`config.mk`:
```
export PLATFORM = sky130hd
export DESIGN_NAME = dispatch_demux4
export DESIGN_NICKNAME = d
export VERILOG_FILES = /design/src/rtl/dispatch_demux4_pkg.sv /design/src/rtl/dispatch_demux4_lane_fifo.sv /design/src/rtl/dispatch_demux4.sv
export SDC_FILE = /design/constraint.sdc
export NUM_CORES = 1
export LEC_CHECK = 0
export ABC_CLOCK_PERIOD_IN_PS = 3650
export BUFFER_PORTS_ARGS = -buffer_cell sky130_fd_sc_hd__buf_2
export CAP_MARGIN = 5
export CORE_ASPECT_RATIO = 1.2
export CORE_MARGIN = 4
export CORE_UTILIZATION = 25
export DETAILED_ROUTE_END_ITERATION = 10
export GPL_ROUTABILITY_DRIVEN = 0
export PLACE_DENSITY = 0.45
export SLEW_MARGIN = 10
export SYNTH_ARGS = -nofsm -noshare
export SYNTH_HDL_FRONTEND = slang
export SYNTH_SLANG_ARGS = --single-unit
```
`constraint.sdc`:
```
create_clock -name clk -period 3.65 [get_ports clk]
set_input_delay 0.1825 -clock clk [delete_from_list [all_inputs] [get_ports clk]]
set_output_delay 0.1825 -clock clk [all_outputs]
set_load 0.005 [all_outputs]
```
`src/rtl/dispatch_demux4_pkg.sv`:
```
// dispatch_demux4_pkg: shared lane count, lane select type and default word width
package dispatch_demux4_pkg;
    localparam int LANES = 4;
    localparam int DATA_W_DEF = 32;
    typedef logic [1:0] lane_sel_t;
endpackage

```
`src/rtl/dispatch_demux4_lane_fifo.sv`:
```
// dispatch_demux4_lane_fifo: per-lane FIFO with registered head, no bypass
module dispatch_demux4_lane_fifo #(
    parameter int DATA_W = 32,
    parameter int DEPTH  = 2
) (
    input  logic              clk,
    input  logic              rst,
    input  logic              flush,
    input  logic              push,
    input  logic              pop,
    input  logic [DATA_W-1:0] din,
    output logic              full,
    output logic              empty,
    output logic [DATA_W-1:0] head
);
    localparam int PW = $clog2(DEPTH);
    localparam int CW = $clog2(DEPTH + 1);
    logic [DATA_W-1:0] mem [DEPTH];
    logic [PW-1:0] wp, rp;
    logic [CW-1:0] cnt;
    assign full  = cnt == CW'(DEPTH);
    assign empty = cnt == '0;
    assign head  = mem[rp];
    always_ff @(posedge clk) begin
        if (rst || flush) begin
            wp  <= '0;
            rp  <= '0;
            cnt <= '0;
        end else begin
            if (push) wp <= wp + 1'b1;
            if (pop) rp <= rp + 1'b1;
            cnt <= cnt + CW'(push) - CW'(pop);
        end
    end
    always_ff @(posedge clk) begin
        if (rst) begin
            for (int k = 0; k < DEPTH; k++) mem[k] <= '0;
        end else if (push && !flush) begin
            mem[wp] <= din;
        end
    end
endmodule

```
`src/rtl/dispatch_demux4.sv`:
```
// dispatch_demux4: 1-to-4 dispatch demux into per-lane FIFOs; DISPATCH_DEMUX_STATS_EN adds stall_cnt
module dispatch_demux4
    import dispatch_demux4_pkg::*;
#(
    parameter int DATA_W = DATA_W_DEF,
    parameter int DEPTH  = 2
) (
    input  logic                    clk,
    input  logic                    rst,
    input  logic                    flush,
    input  logic                    in_valid,
    output logic                    in_ready,
    input  logic [1:0]              in_sel,
    input  logic [DATA_W-1:0]       in_data,
    output logic [LANES-1:0]        out_valid,
    input  logic [LANES-1:0]        out_ready,
    output logic [LANES*DATA_W-1:0] out_data
`ifdef DISPATCH_DEMUX_STATS_EN
    ,
    output logic [15:0]             stall_cnt
`endif
);
    lane_sel_t sel;
    logic [LANES-1:0] full, empty;
    assign sel = in_sel;
    // readiness ignores out_ready so a full lane never accepts on a same-cycle pop
    assign in_ready = !full[sel] && !flush && !rst;
    for (genvar i = 0; i < LANES; i++) begin : g_lane
        dispatch_demux4_lane_fifo #(.DATA_W(DATA_W), .DEPTH(DEPTH)) u_fifo (
            .clk  (clk),
            .rst  (rst),
            .flush(flush),
            .push (in_valid && in_ready && sel == lane_sel_t'(i)),
            .pop  (out_valid[i] && out_ready[i]),
            .din  (in_data),
            .full (full[i]),
            .empty(empty[i]),
            .head (out_data[i*DATA_W +: DATA_W])
        );
        assign out_valid[i] = !empty[i];
    end
`ifdef DISPATCH_DEMUX_STATS_EN
    always_ff @(posedge clk) begin
        if (rst) stall_cnt <= '0;
        else if (in_valid && !in_ready && stall_cnt != 16'hFFFF) stall_cnt <= stall_cnt + 1'b1;
    end
`endif
endmodule
```
=== Yosys cells after proc, flatten, opt, wreduce, memory -nomap -nowiden ===
Memory sizes are Yosys's and may differ from the RTL's. A register that Yosys moved wholly into a read port is not among the register bits.
Index checks and enable logic that the tools add are counted.

* Add/sub/neg operators: 16
* Magnitude comparators: 1
* Equality and inequality tests: 7
* Mux-type cells: 36
* Reductions and logical operators: 32

{| class="wikitable"
|+ Operators with widths
! cell !! count
|-
| 32-bit 2-to-1 mux || 4
|-
| 32-bit OR reduction || 4
|-
| 1-bit 2-to-1 mux || 31
|-
| 1-bit logical AND || 15
|-
| 2-bit equality test, second input constant || 6
|-
| 2-bit logical NOT || 5
|-
| 1-bit adder, second input constant || 8
|-
| 2-bit by 1-bit adder with 2-bit output || 4
|-
| 2-bit by 1-bit subtractor with 2-bit output || 4
|-
| 1-bit logical NOT || 7
|-
| 2-bit by 3-bit < comparator with 1-bit output, second input constant || 1
|-
| 1-bit binary-select mux with 2-bit select || 1
|-
| 2-bit by 1-bit equality test with 1-bit output, second input constant || 1
|-
| 1-bit logical OR || 1
|}

* Bits in registers: 16
* RAM bits: 256
* Bits of input ports: 42
* Memories: 4

{| class="wikitable"
|+ Memories
! memory !! words !! bits a word !! rd ports !! clocked after memory_dff !! wr ports !! RTL line !! text
|-
| g_lane[0].u_fifo.mem || 2 || 32 || 1 || 1 || 2 || dispatch_demux4_lane_fifo.sv:18 || <nowiki>logic [DATA_W-1:0] mem [DEPTH];</nowiki>
|-
| g_lane[1].u_fifo.mem || 2 || 32 || 1 || 1 || 2 || dispatch_demux4_lane_fifo.sv:18 ||
|-
| g_lane[2].u_fifo.mem || 2 || 32 || 1 || 1 || 2 || dispatch_demux4_lane_fifo.sv:18 ||
|-
| g_lane[3].u_fifo.mem || 2 || 32 || 1 || 1 || 2 || dispatch_demux4_lane_fifo.sv:18 ||
|}

=== Depth between registers and ports, before layout ===
* Word-level depth: 14
* Depth in mapped cells: 10
* Depth with buffers taken out: 9

=== By module ===
From an unflattened synthesis, not the netlist that was laid out.

* Cell total of the unflattened synthesis: 824
* Area total of the unflattened synthesis: 12409.4 um^2

{| class="wikitable"
|+ Modules (own cells, without submodules)
! module !! times used !! cells an instance !! area an instance (um^2)
|-
| dispatch_demux4_lane_fifo || 4 || 202 || 3071.7
|-
| dispatch_demux4 || 1 || 16 || 122.6
|}

=== Worst setup path before layout ===
OpenSTA, ideal clock, no wires.

* Kind: flip-flop to flip-flop
* Start: register g_lane[2].u_fifo.cnt[1]
* End: memory g_lane[2].u_fifo.mem[0][0], enable pin
* Arrival time: 2.560 ns
* Data required time: 3.222 ns
* Path slack: 0.662 ns
* Stages on the path, launching flop included: 4
* Path buffers: 0
* Period minus slack after synthesis: 2.988 ns
* Path through: dfxtp_1 -> nor2b_1 -> or4_1 -> o21bai_1

{| class="wikitable"
|+ RTL lines
! element !! RTL line !! text
|-
| start: declaration || dispatch_demux4_lane_fifo.sv:20 || <nowiki>logic [CW-1:0] cnt;</nowiki>
|-
| start signal: assignment || dispatch_demux4_lane_fifo.sv:32 || <nowiki>cnt <= cnt + CW'(push) - CW'(pop);</nowiki>
|-
| end: declaration || dispatch_demux4_lane_fifo.sv:18 ||
|}

==> report_table.html <==
<table>
<tr><th>Metric</th><th>Value</th></tr>
<tr><th colspan="2">Die</th></tr>
<tr><td>Number of top-level pins</td><td>175</td></tr>
<tr><td>Rows</td><td>88</td></tr>
<tr><td>Width of the die</td><td>209 um</td></tr>
<tr><td>Placeable Area</td><td>0.0481 sq mm</td></tr>
<tr><td>Full die area</td><td>0.0522 sq mm</td></tr>
<tr><td>Die H</td><td>249 um</td></tr>
<tr><td>Initial core utilization</td><td>0.252</td></tr>
<tr><th colspan="2">Logic synthesis</th></tr>
<tr><td>Post-synthesis sequential element count</td><td>276</td></tr>
<tr><td>Most numerous cell types in the synthesized netlist</td><td>and2_1 (264), edfxtp_1 (256), mux2_2 (128)</td></tr>
<tr><td>Number of library cell types mapped by synthesis</td><td>42</td></tr>
<tr><td>Sequential area share after synthesis</td><td>0.666</td></tr>
<tr><td>Top-area cell type share of the netlist area</td><td>0.633</td></tr>
<tr><td>Count of warnings emitted by yosys</td><td>0</td></tr>
<tr><td>Net count after synthesis</td><td>866</td></tr>
<tr><td>Mean post-synth cell area</td><td>14.9 sq um</td></tr>
<tr><td>Ys flop type</td><td>edfxtp_1</td></tr>
<tr><td>Synthesized area</td><td>0.0121 sq mm</td></tr>
<tr><td>Number of synthesized flops with an enable pin</td><td>256</td></tr>
<tr><td>Cell count after synthesis</td><td>816</td></tr>
<tr><td>Dominant cell type by area after synthesis</td><td>edfxtp_1</td></tr>
<tr><td>Most frequent cell after synthesis</td><td>and2_1</td></tr>
<tr><td>Share of async-settable or async-resettable flops after synthesis</td><td>0</td></tr>
<tr><td>Synth area leaders</td><td>edfxtp_1 (63%), and2_1 (14%), mux2_2 (12%)</td></tr>
<tr><th colspan="2">Drt</th></tr>
<tr><td>Highest layer used for signal routing</td><td>met5</td></tr>
<tr><td>Routed via count</td><td>6942</td></tr>
<tr><td>Vias/cell</td><td>4.20</td></tr>
<tr><td>Antenna viol nets, final</td><td>0</td></tr>
<tr><td>Remaining DRCs</td><td>0</td></tr>
<tr><td>Routed wire length on met3</td><td>1130 um</td></tr>
<tr><td>Wl on met1</td><td>15100 um</td></tr>
<tr><td>Average routed wire per standard cell</td><td>20.4 um</td></tr>
<tr><td>Met2 Routed Length</td><td>16800 um</td></tr>
<tr><td>Drt pass-1 iters</td><td>4</td></tr>
<tr><td>Starting DRT DRC Count</td><td>296</td></tr>
<tr><td>Final wirelength</td><td>33700 um</td></tr>
<tr><th colspan="2">GRT</th></tr>
<tr><td>Wire length of the first global-routing pass</td><td>49400 um</td></tr>
<tr><td>Pin count of the biggest net entering global routing</td><td>34</td></tr>
<tr><td>Vias in the first global route</td><td>7280</td></tr>
<tr><td>Total track usage</td><td>0.126</td></tr>
<tr><td>Initial antenna violation count</td><td>1</td></tr>
<tr><td>Remaining Overflow, GRT</td><td>0</td></tr>
<tr><th colspan="2">Clock tree</th></tr>
<tr><td>Post-CTS Hold Fix Bufs</td><td>12</td></tr>
<tr><td>CTS root buf</td><td>clkbuf_16</td></tr>
<tr><td>Count of clock tree sinks</td><td>276</td></tr>
<tr><td>Deepest level of the CTS H-tree</td><td>1</td></tr>
<tr><td>Max clock buf depth</td><td>3</td></tr>
<tr><td>Clock latency on the worst-skew pair</td><td>560 ps</td></tr>
<tr><td>Register clock-pin slew on the reported worst setup and hold paths</td><td>60 ps</td></tr>
<tr><td>Post-CTS setup buffer count</td><td>0</td></tr>
<tr><td>TritonCTS clock tree</td><td>yes</td></tr>
<tr><td>CTS buffer count</td><td>31</td></tr>
<tr><td>Quantity of gates resized following cts</td><td>0</td></tr>
<tr><th colspan="2">Worst setup path</th></tr>
<tr><td>Data arrival time at the worst-slack endpoint</td><td>2210 ps</td></tr>
<tr><td>Kind of end point of the critical path</td><td>output port</td></tr>
<tr><td>Worst setup path category</td><td>reg -&gt; out</td></tr>
<tr><td>Data required time at the worst endpoint</td><td>3470 ps</td></tr>
<tr><td>Largest driver fanout on the critical path</td><td>32</td></tr>
<tr><td>Crit start category</td><td>flop</td></tr>
<tr><th colspan="2">Power and ir drop</th></tr>
<tr><td>PnR Total Power</td><td>6.74 mW</td></tr>
<tr><td>Standby leakage power</td><td>5.85 nW</td></tr>
<tr><td>Max VDD drop</td><td>0.000335 V</td></tr>
<tr><td>Total power divided by cell area</td><td>456 mW/mm^2</td></tr>
<tr><th colspan="2">STA</th></tr>
<tr><td>Slew margin rel.</td><td>0.276</td></tr>
<tr><td>Max-slew violation count</td><td>0</td></tr>
<tr><td>Slew of the pin with the lowest slew margin</td><td>1090 ps</td></tr>
<tr><td>Number of failing hold endpoints at the final stage</td><td>0</td></tr>
<tr><td>Post-Route Skew</td><td>7.54 ps</td></tr>
<tr><td>Part of the cycle the worst path needs</td><td>0.655</td></tr>
<tr><td>Peak Freq</td><td>0.419 GHz</td></tr>
<tr><td>RSZ-0062 raised after global routing</td><td>no</td></tr>
<tr><td>Final sum of negative setup slack</td><td>0 ps</td></tr>
<tr><td>Number of setup violations in the final report</td><td>0</td></tr>
<tr><td>Time the worst path needs with I/O delays and setup</td><td>2390 ps</td></tr>
<tr><th colspan="2">Finish</th></tr>
<tr><td>Share of cells above drive strength 1</td><td>0.372</td></tr>
<tr><td>Layout-stage area growth over the synthesis result</td><td>21.5%</td></tr>
<tr><td>Final-layout fill cell count</td><td>4814</td></tr>
<tr><td>Number of nets in the finished design</td><td>1053</td></tr>
<tr><td>Count of antenna diodes in the layout</td><td>0</td></tr>
<tr><th colspan="2">Run status</th></tr>
<tr><td>Outcome</td><td>finished clean</td></tr>
<tr><th colspan="2">Place</th></tr>
<tr><td>Port bufs</td><td>174</td></tr>
<tr><td>DP Wirelength</td><td>21900 um</td></tr>
<tr><th colspan="2">Job</th></tr>
<tr><td>Maximum Capacitance Violations</td><td>0</td></tr>
<tr><th colspan="2">Min path</th></tr>
<tr><td>Classification of the worst-slack hold path</td><td>in -&gt; reg</td></tr>
</table>
## final timing paths
kind / cells past startpoint / start / to / slack, ps
setup reg to reg: 4 / g_lane[2].u_fifo.cnt[1] / g_lane[2].u_fifo.mem[1][22] / 1270
hold / removal: 2 / in_data[26] / g_lane[1].u_fifo.mem[0][26] / 30
setup / recovery: 2 / flop / out_data[60] / 1260
hold reg to reg: 2 / g_lane[3].u_fifo.rp / flop / 510
## kinds of logic after synthesis
logic type,count (synthesis),synth area share
fa+ha+maj,8,0.00824
flops,276,0.666
simple gates,326,0.172
mux,128,0.119
compound gates,17,0.0107
xor+xnor,8,0.00577
buf+inv,53,0.0188
## metrics by stage
stage / cell area [sq um] / hold WS [ps] / util / worst slack, ps / cells
3_5_place_dp: 13800 / 497 / 0.286 / 1140 / 1588
6_report: 14800 / 30.4 / 0.307 / 1260 / 1652
3_3_place_gp: 13800 / 498 / 0.286 / 1170 / 1588
5_1_grt: 14800 / 23.9 / 0.307 / 1140 / 1652
4_1_cts: 14800 / 1.78 / 0.307 / 1160 / 1652
2_1_floorplan: 12100 / 381 / - / 662 / 816
## per-layer routing
layer / global-route usage / vias up
met3: 0.0190 / 42
met1: 0.166 / 3500
met5: 0 / -
met4: 0.0325 / 2
met2: 0.219 / 118
li1: - / 3280
## cell type report
type,count,area [sq um],share of cell area
sequential,276,8090,0.548
clock inverter,14,66.3,0.00449
multi-input combinational,487,3880,0.263
clock buffer,38,802,0.0543
timing repair buffer,200,1110,0.0751
tap,630,788,0.0534
inverter,7,26.3,0.00178
## critical path: stages, from the launching register on
cell and delay [ps]:
dfxtp_2 1040, mux2_2 460, buf_2 140
## state kept, by name (all words and copies together) (netlist names), named ones only
| signal | cells |
|---|---|
| g_lane.u_fifo.cnt | 8 |
| g_lane.u_fifo.mem | 256 |
| g_lane.u_fifo.rp | 4 |
| g_lane.u_fifo.wp | 4 |
## cell usage in the layout (no fill, tap or decap), types with 5 or more instances in the layout
cell type      count
and2_1           264
edfxtp_1         256
buf_2            174
mux2_2           128
clkbuf_16         31
nor2_1            16
dfxtp_1           16
buf_4             13
dlygate4sd3_1     12
ha_1               8
inv_1              7
clkinv_1           7
clkbuf_1           7
nand2b_1           5
nor3_1             5
nor4_4             5
clkinv_2           5
## report_power, final
part | leakage [nW] | switching [mW] | internal (mW)
sequential | 2.84 | 0.0279 | 3.56
clock | 0.421 | 1.24 | 1.54
combinational | 2.59 | 0.230 | 0.139
total | 5.85 | 1.50 | 5.24
No activity file was read; power rests on OpenSTA's default activity.
